--- src/rtl/exu_div_seq_ctl.sv ---
// Sequencer and radix-2 restoring datapath for the shared RV64M iterative divider.
// One request at a time: operands are captured on accept, fixed up in PREP,
// iterated one quotient bit per cycle, sign-corrected in FIX and strobed out in DONE.
//
// state | meaning
// IDLE  | waiting for a request, div_busy low
// PREP  | operand fixup (W extension, magnitudes), special-case detect, counter load
// ITER  | one restoring step per cycle until the counter reaches zero
// FIX   | sign correction, quotient/remainder select, W sign extension
// DONE  | out_valid strobe, returns to IDLE unconditionally
module exu_div_seq_ctl #(
  parameter int XLEN = 64,
  parameter int WLEN = 32
) (
  input  logic            clk,
  input  logic            rst,
  input  logic            div_valid,
  input  logic            div_unsign,
  input  logic            div_rem,
  input  logic            div_word,
  input  logic [XLEN-1:0] dividend,
  input  logic [XLEN-1:0] divisor,
  input  logic            div_cancel,
  output logic            div_busy,
  output logic            out_valid,
  output logic [XLEN-1:0] out
);

  localparam int CW = $clog2(XLEN);

  typedef enum logic [2:0] {
    IDLE = 3'd0,
    PREP = 3'd1,
    ITER = 3'd2,
    FIX  = 3'd3,
    DONE = 3'd4
  } state_t;

  state_t state_q, state_d;

  // captured request
  logic [XLEN-1:0] a_q, b_q;
  logic            unsign_q, rem_sel_q, word_q;

  // iteration registers
  logic [XLEN-1:0] quo_q;
  logic [XLEN-1:0] rem_q;
  logic [XLEN-1:0] dmag_q;
  logic [CW-1:0]   cnt_q;
  logic            q_neg_q, r_neg_q;
  logic [XLEN-1:0] out_q;

  logic accept;

  // operand fixup (valid while in PREP, a_q/b_q stable since accept)
  logic [XLEN-1:0] a_ext, b_ext, a_mag, b_mag, min_val, special_raw, special_res;
  logic            a_neg, b_neg, div_zero, ovf, special;

  // restoring step
  logic [XLEN:0]   shifted;
  logic            step_ge;
  logic [XLEN-1:0] rem_step;

  // final result
  logic [XLEN-1:0] quo_fix, rem_fix, sel_res, fix_res;

  assign accept = div_valid && (state_q == IDLE) && !div_cancel;

  // operand extension, magnitudes and RISC-V special-case detection
  always_comb begin
    if (word_q) begin
      a_ext   = unsign_q ? {{(XLEN-WLEN){1'b0}}, a_q[WLEN-1:0]}
                         : {{(XLEN-WLEN){a_q[WLEN-1]}}, a_q[WLEN-1:0]};
      b_ext   = unsign_q ? {{(XLEN-WLEN){1'b0}}, b_q[WLEN-1:0]}
                         : {{(XLEN-WLEN){b_q[WLEN-1]}}, b_q[WLEN-1:0]};
      min_val = {{(XLEN-WLEN+1){1'b1}}, {(WLEN-1){1'b0}}};
    end else begin
      a_ext   = a_q;
      b_ext   = b_q;
      min_val = {1'b1, {(XLEN-1){1'b0}}};
    end
    a_neg    = !unsign_q && a_ext[XLEN-1];
    b_neg    = !unsign_q && b_ext[XLEN-1];
    a_mag    = a_neg ? (~a_ext + 1'b1) : a_ext;
    b_mag    = b_neg ? (~b_ext + 1'b1) : b_ext;
    div_zero = (b_ext == '0);
    ovf      = !unsign_q && (a_ext == min_val) && (b_ext == '1);
    special  = div_zero || ovf;
    // MIN / -1 : quotient is the dividend itself (MIN), remainder 0
    if (div_zero)
      special_raw = rem_sel_q ? a_ext : '1;
    else
      special_raw = rem_sel_q ? '0 : a_ext;
    special_res = word_q ? {{(XLEN-WLEN){special_raw[WLEN-1]}}, special_raw[WLEN-1:0]}
                         : special_raw;
  end

  // one restoring step: compare instead of subtract-then-test to keep widths tight
  always_comb begin
    shifted  = {rem_q, quo_q[XLEN-1]};
    step_ge  = (shifted >= {1'b0, dmag_q});
    rem_step = step_ge ? (shifted[XLEN-1:0] - dmag_q) : shifted[XLEN-1:0];
  end

  // sign correction and result select
  always_comb begin
    quo_fix = q_neg_q ? (~quo_q + 1'b1) : quo_q;
    rem_fix = r_neg_q ? (~rem_q + 1'b1) : rem_q;
    sel_res = rem_sel_q ? rem_fix : quo_fix;
    fix_res = word_q ? {{(XLEN-WLEN){sel_res[WLEN-1]}}, sel_res[WLEN-1:0]} : sel_res;
  end

  // state register
  always_ff @(posedge clk) begin
    if (rst) state_q <= IDLE;
    else     state_q <= state_d;
  end

  // next-state: cancel beats everything except reset
  always_comb begin
    state_d = state_q;
    case (state_q)
      IDLE: if (accept) state_d = PREP;
      PREP: state_d = special ? DONE : ITER;
      ITER: if (cnt_q == '0) state_d = FIX;
      FIX:  state_d = DONE;
      DONE: state_d = IDLE;
      default: state_d = IDLE;
    endcase
    if (div_cancel && state_q != IDLE) state_d = IDLE;
  end

  // outputs: busy whenever a request is owned; strobe only in DONE (cancel there is killed downstream)
  always_comb begin
    div_busy  = (state_q != IDLE);
    out_valid = (state_q == DONE);
    out       = out_q;
  end

  // datapath registers; out_q only moves on the way into DONE so it holds otherwise
  always_ff @(posedge clk) begin
    if (rst) begin
      a_q       <= '0;
      b_q       <= '0;
      unsign_q  <= 1'b0;
      rem_sel_q <= 1'b0;
      word_q    <= 1'b0;
      quo_q     <= '0;
      rem_q     <= '0;
      dmag_q    <= '0;
      cnt_q     <= '0;
      q_neg_q   <= 1'b0;
      r_neg_q   <= 1'b0;
      out_q     <= '0;
    end else begin
      case (state_q)
        IDLE: begin
          if (accept) begin
            a_q       <= dividend;
            b_q       <= divisor;
            unsign_q  <= div_unsign;
            rem_sel_q <= div_rem;
            word_q    <= div_word;
          end
        end
        PREP: begin
          // word ops park the 32-bit magnitude in the top half so the MSB-first
          // shift sees it immediately and the quotient lands in the low half
          quo_q   <= word_q ? {a_mag[WLEN-1:0], {(XLEN-WLEN){1'b0}}} : a_mag;
          rem_q   <= '0;
          dmag_q  <= b_mag;
          cnt_q   <= word_q ? CW'(WLEN - 1) : CW'(XLEN - 1);
          q_neg_q <= a_neg ^ b_neg;
          r_neg_q <= a_neg;
          if (special && !div_cancel) out_q <= special_res;
        end
        ITER: begin
          quo_q <= {quo_q[XLEN-2:0], step_ge};
          rem_q <= rem_step;
          cnt_q <= cnt_q - 1'b1;
        end
        FIX: begin
          if (!div_cancel) out_q <= fix_res;
        end
        default: ;
      endcase
    end
  end

endmodule

--- config.mk ---
export PLATFORM = sky130hd
export DESIGN_NAME = exu_div_seq_ctl
export DESIGN_NICKNAME = d
export VERILOG_FILES = /design/src/rtl/exu_div_seq_ctl.sv
export SDC_FILE = /design/constraint.sdc
export NUM_CORES = 2
export LEC_CHECK = 0
export ABC_CLOCK_PERIOD_IN_PS = 7030
export CAP_MARGIN = 40
export CORE_MARGIN = 3
export CORE_UTILIZATION = 40
export CTS_CLUSTER_SIZE = 14
export DETAILED_ROUTE_END_ITERATION = 16
export SYNTH_ARGS = -nofsm -noshare
export SYNTH_HDL_FRONTEND = slang
export SYNTH_SLANG_ARGS = --single-unit
--- constraint.sdc ---
create_clock -name clk -period 7.03 [get_ports clk]
set_clock_uncertainty 0.1 [all_clocks]
set_input_delay 1.406 -clock clk [delete_from_list [all_inputs] [get_ports clk]]
set_output_delay 1.406 -clock clk [all_outputs]
set_load 0.005 [all_outputs]
==> impl_results.md <==
- Syn Inst Count: 3656
- First-pass GRT wire length: 152.8 mm
- # clock sinks: 398
- Synth Net Count: 3863
- Slew Limit Fails: 0
- Global placer's final weighted congestion: 0.9799
- Num rows: 94
- Initial detailed-routing violation count: 3232
- Final setup vio count: 0
- Post-synthesis mux area share: 1.314%
- Area grow syn2layout: 15.35%
- Tot Pwr: 6.759 mW
- Max Cap Viol: 0
- CTS clk-pin slew, worst paths: 0.06 ns
- Critical Path RT: 7.38 ns
- Final setup margin: 2.097 ns
- Crit Path Class: register to register
- Dominant cell type by area after synthesis: dfxtp_1
- Sw Ratio: 32.94%
- Fmax: 202.7 MHz
- DRC violations left: 0
- Routed WL: 101.2 mm
- Clk Latency, worst-skew pair: 0.60 ns
- Switch Pwr: 2.226 mW
- WHS: 0.3492 ns
- Core Box Area: 65980 um2
- Max FO, Critical Path: 12
- CTS H-tree depth: 2
- TritonRoute pass-1 iters: 11
- Clock root cell: clkbuf_16
- Main combinational cell family by area after synthesis: compound AO/OA/AOI/OAI gates
- Register area share after synthesis: 29.77%
- Top cells by area, synth: dfxtp_1 (30%), nand2_1 (7.8%), a21oi_1 (7.5%), nor2_1 (4.8%), xor2_1 (4.7%)
- Fillcell total: 6743
- GRT Resource Usage Total: 27.69%
- Critical path, cell by cell: inv_1 -> a21oi_1 -> o21ai_0 -> nor2_1 -> nand2_1 -> o21ai_0 -> a222oi_1 -> nand2b_1 -> o211ai_1 -> o21ai_1 -> nor2_1
- Met2 WL post-DR: 43.29 mm
- Worst-Margin Slew: 1.129 ns
- Data arrival, critical path: 5.28 ns
- Internal: 4.533 mW
- Share of layout cells above drive strength 1: 4.758%
- Worst Hold Class: register to register
- YS warnings: 0
- XOR/XNOR share of the synthesized area: 9.327%
- Via count: 27487
- Initial antenna violation count: 3
- Post-Route M1 WL: 44.06 mm
- Grt total ovfl: 0
- P per Cell Area: 218.9 nW/um2
- Final Util: 46.79%
- Post-synth top area share: 29.77%
- CP top delay family: compound AO/OA/AOI/OAI gates
- CP Launch Type: register
- Hold Buf Count CTS: 0
- FFs w/ async S/R, synth: 0%
- Slowest-stage cell, CP: a222oi_1
- Crit path capture type: register
- Post-CTS setup buffers: 0
- TritonCTS clock tree: yes
- Slowest stage delay, CP: 0.89 ns
- Comb pwr share: 24.7%
- Initial Util: 40.56%
- VDD IR max: 0.1855 mV
- Wire length on met3: 9.244 mm
- Adder-cell share of the synthesized area: 4.516%
- Power share of the clock group: 39.1%
- Cts bufs inserted: 48
- Pre-CTS worst setup slack: 2.376 ns
- Status: finished clean
- Netlist cell types: 91
- Top Layer Used: met5
- IO Count: 201
- Dpl hpwl: 74.07 mm
- Commonest cells in the netlist: nand2_1 (556), a21oi_1 (400), dfxtp_1 (398), nor2_1 (344), clkbuf_1 (255)
- Die area: 70050 um2
- Final critical-path required period: 4.933 ns
- Area of the multi-input gates: 17360 um2
- Die width: 264.7 um
- Nets: 3870
- Tcrit/Tclk final: 70.17%
- Maximum clock path buffer count: 3
- #FFs+latches synth: 398
- Die height: 264.7 um
- ANT nets after route: 0
- PortBufs: 200
- Syn avg cell area: 7.320 um2
- Avg Vias per Cell: 6.023
- Largest net degree at the start of global routing: 178
- Number of global-route vias before repair: 24960
- Final Hold Fails: 0
- Normalized max-slew margin: 24.71%
- Register Area: 7975 um2
- Reg power frac: 36.2%
- Post-Syn Area: 26760 um2
- Compound-gate portion of the synthesized area: 27.76%
- Post-synth EDFFs: 0
- Ys flop type: dfxtp_1
- Post-Synth Simple-Gate Area: 21.70%
- WL/cell: 22.16 um
- RSZ-0062 raised after global routing: no
- Top-count cell post-synth: nand2_1
- Leakage: 11.41 nW
- Post-CTS sizing: 0
- Buf/Inv on CP: 1
- Setup_tns: 0 ns
[through the flow]
step                area [um2]  instances
global placement         29120       4470
floorplan                26760       3656
CTS                      30870       4563
finish                   30870       4564
detailed placement       29210       4477
global route             30870       4563
[layout make-up]
type                            instances  share of cell area (%)
Antenna cell                            1                0.008106
Clock buffer                           64                   4.410
Clock inverter                         22                  0.9605
Inverter                              103                   1.252
Multi-Input combinational cell       2867                   56.23
Sequential cell                       398                   25.83
Tap cell                              864                   3.502
Timing Repair Buffer                  245                   7.802
[cells in the final DEF, fill, tap and decap left out, types with 19 or more instances in the layout]
| cell | instances |
|---|---|
| inv_1 | 101 |
| maj3_1 | 30 |
| or4_1 | 35 |
| clkdlybuf4s50_1 | 199 |
| dfxtp_1 | 394 |
| xnor2_1 | 140 |
| a211oi_1 | 111 |
| ha_1 | 71 |
| nor2_1 | 340 |
| mux2i_1 | 34 |
| nand4_1 | 43 |
| or3_1 | 43 |
| clkbuf_16 | 48 |
| o211ai_1 | 31 |
| a21o_1 | 41 |
| nor4_1 | 30 |
| a222oi_1 | 40 |
| buf_4 | 37 |
| a22oi_1 | 39 |
| nor3_1 | 58 |
| o41ai_1 | 34 |
| xor2_1 | 145 |
| nand2_1 | 555 |
| o21ai_0 | 241 |
| a21oi_1 | 398 |
| nand2b_1 | 24 |
| nand3_1 | 49 |
| o31ai_1 | 61 |
| a311oi_1 | 19 |
[cells by family after synthesis]
family,after synthesis
simple gates,1279
compound gates,1166
flops,398
buf+inv,391
xor+xnor,285
fa+ha+maj,102
mux,35
[path summary, 6_finish.rpt]
check                   from         end  slack (ns)  depth (start not counted)
setup / recovery    unsign_q     out[44]        2.10                         11
hold / removal    dmag_q[54]  dmag_q[54]        0.35                          2
setup reg to reg    unsign_q     out[44]        2.10                         11
hold reg to reg   dmag_q[54]  dmag_q[54]        0.35                          2
[metal layers]
layer | vias up | GRT usage, %
met5 | - | 0
met4 | 4 | 11.44
met3 | 234 | 6.729
met2 | 1228 | 41.79
met1 | 12848 | 37.90
li1 | 13173 | -
[flip-flops by register name, indices dropped and copies added (netlist names)]
register	count
out	64
rem_sel_q	1
unsign_q	1
r_neg_q	1
state_q	3
dmag_q	64
cnt_q	6
a_q	64
quo_q	64
rem_q	64
q_neg_q	1
word_q	1
b_q	64
[power by group through the flow]
stage                     registers (mW)  clock network, mW  logic (mW)
after CTS                           2.44               2.68        1.64
after detailed placement            2.49                  0        1.63
after global placement              2.49                  0        1.62
after floorplan                     2.43                  0        1.18
after global routing                2.45               2.77        1.82
final                               2.44               2.64        1.67
[worst min-delay path, cell delays in order, from the launching register on]
cell and delay [ns]:
dfxtp_1 0.30, nand2_1 0.05, a21oi_1 0.05
Power figures use the tool's default switching activity.
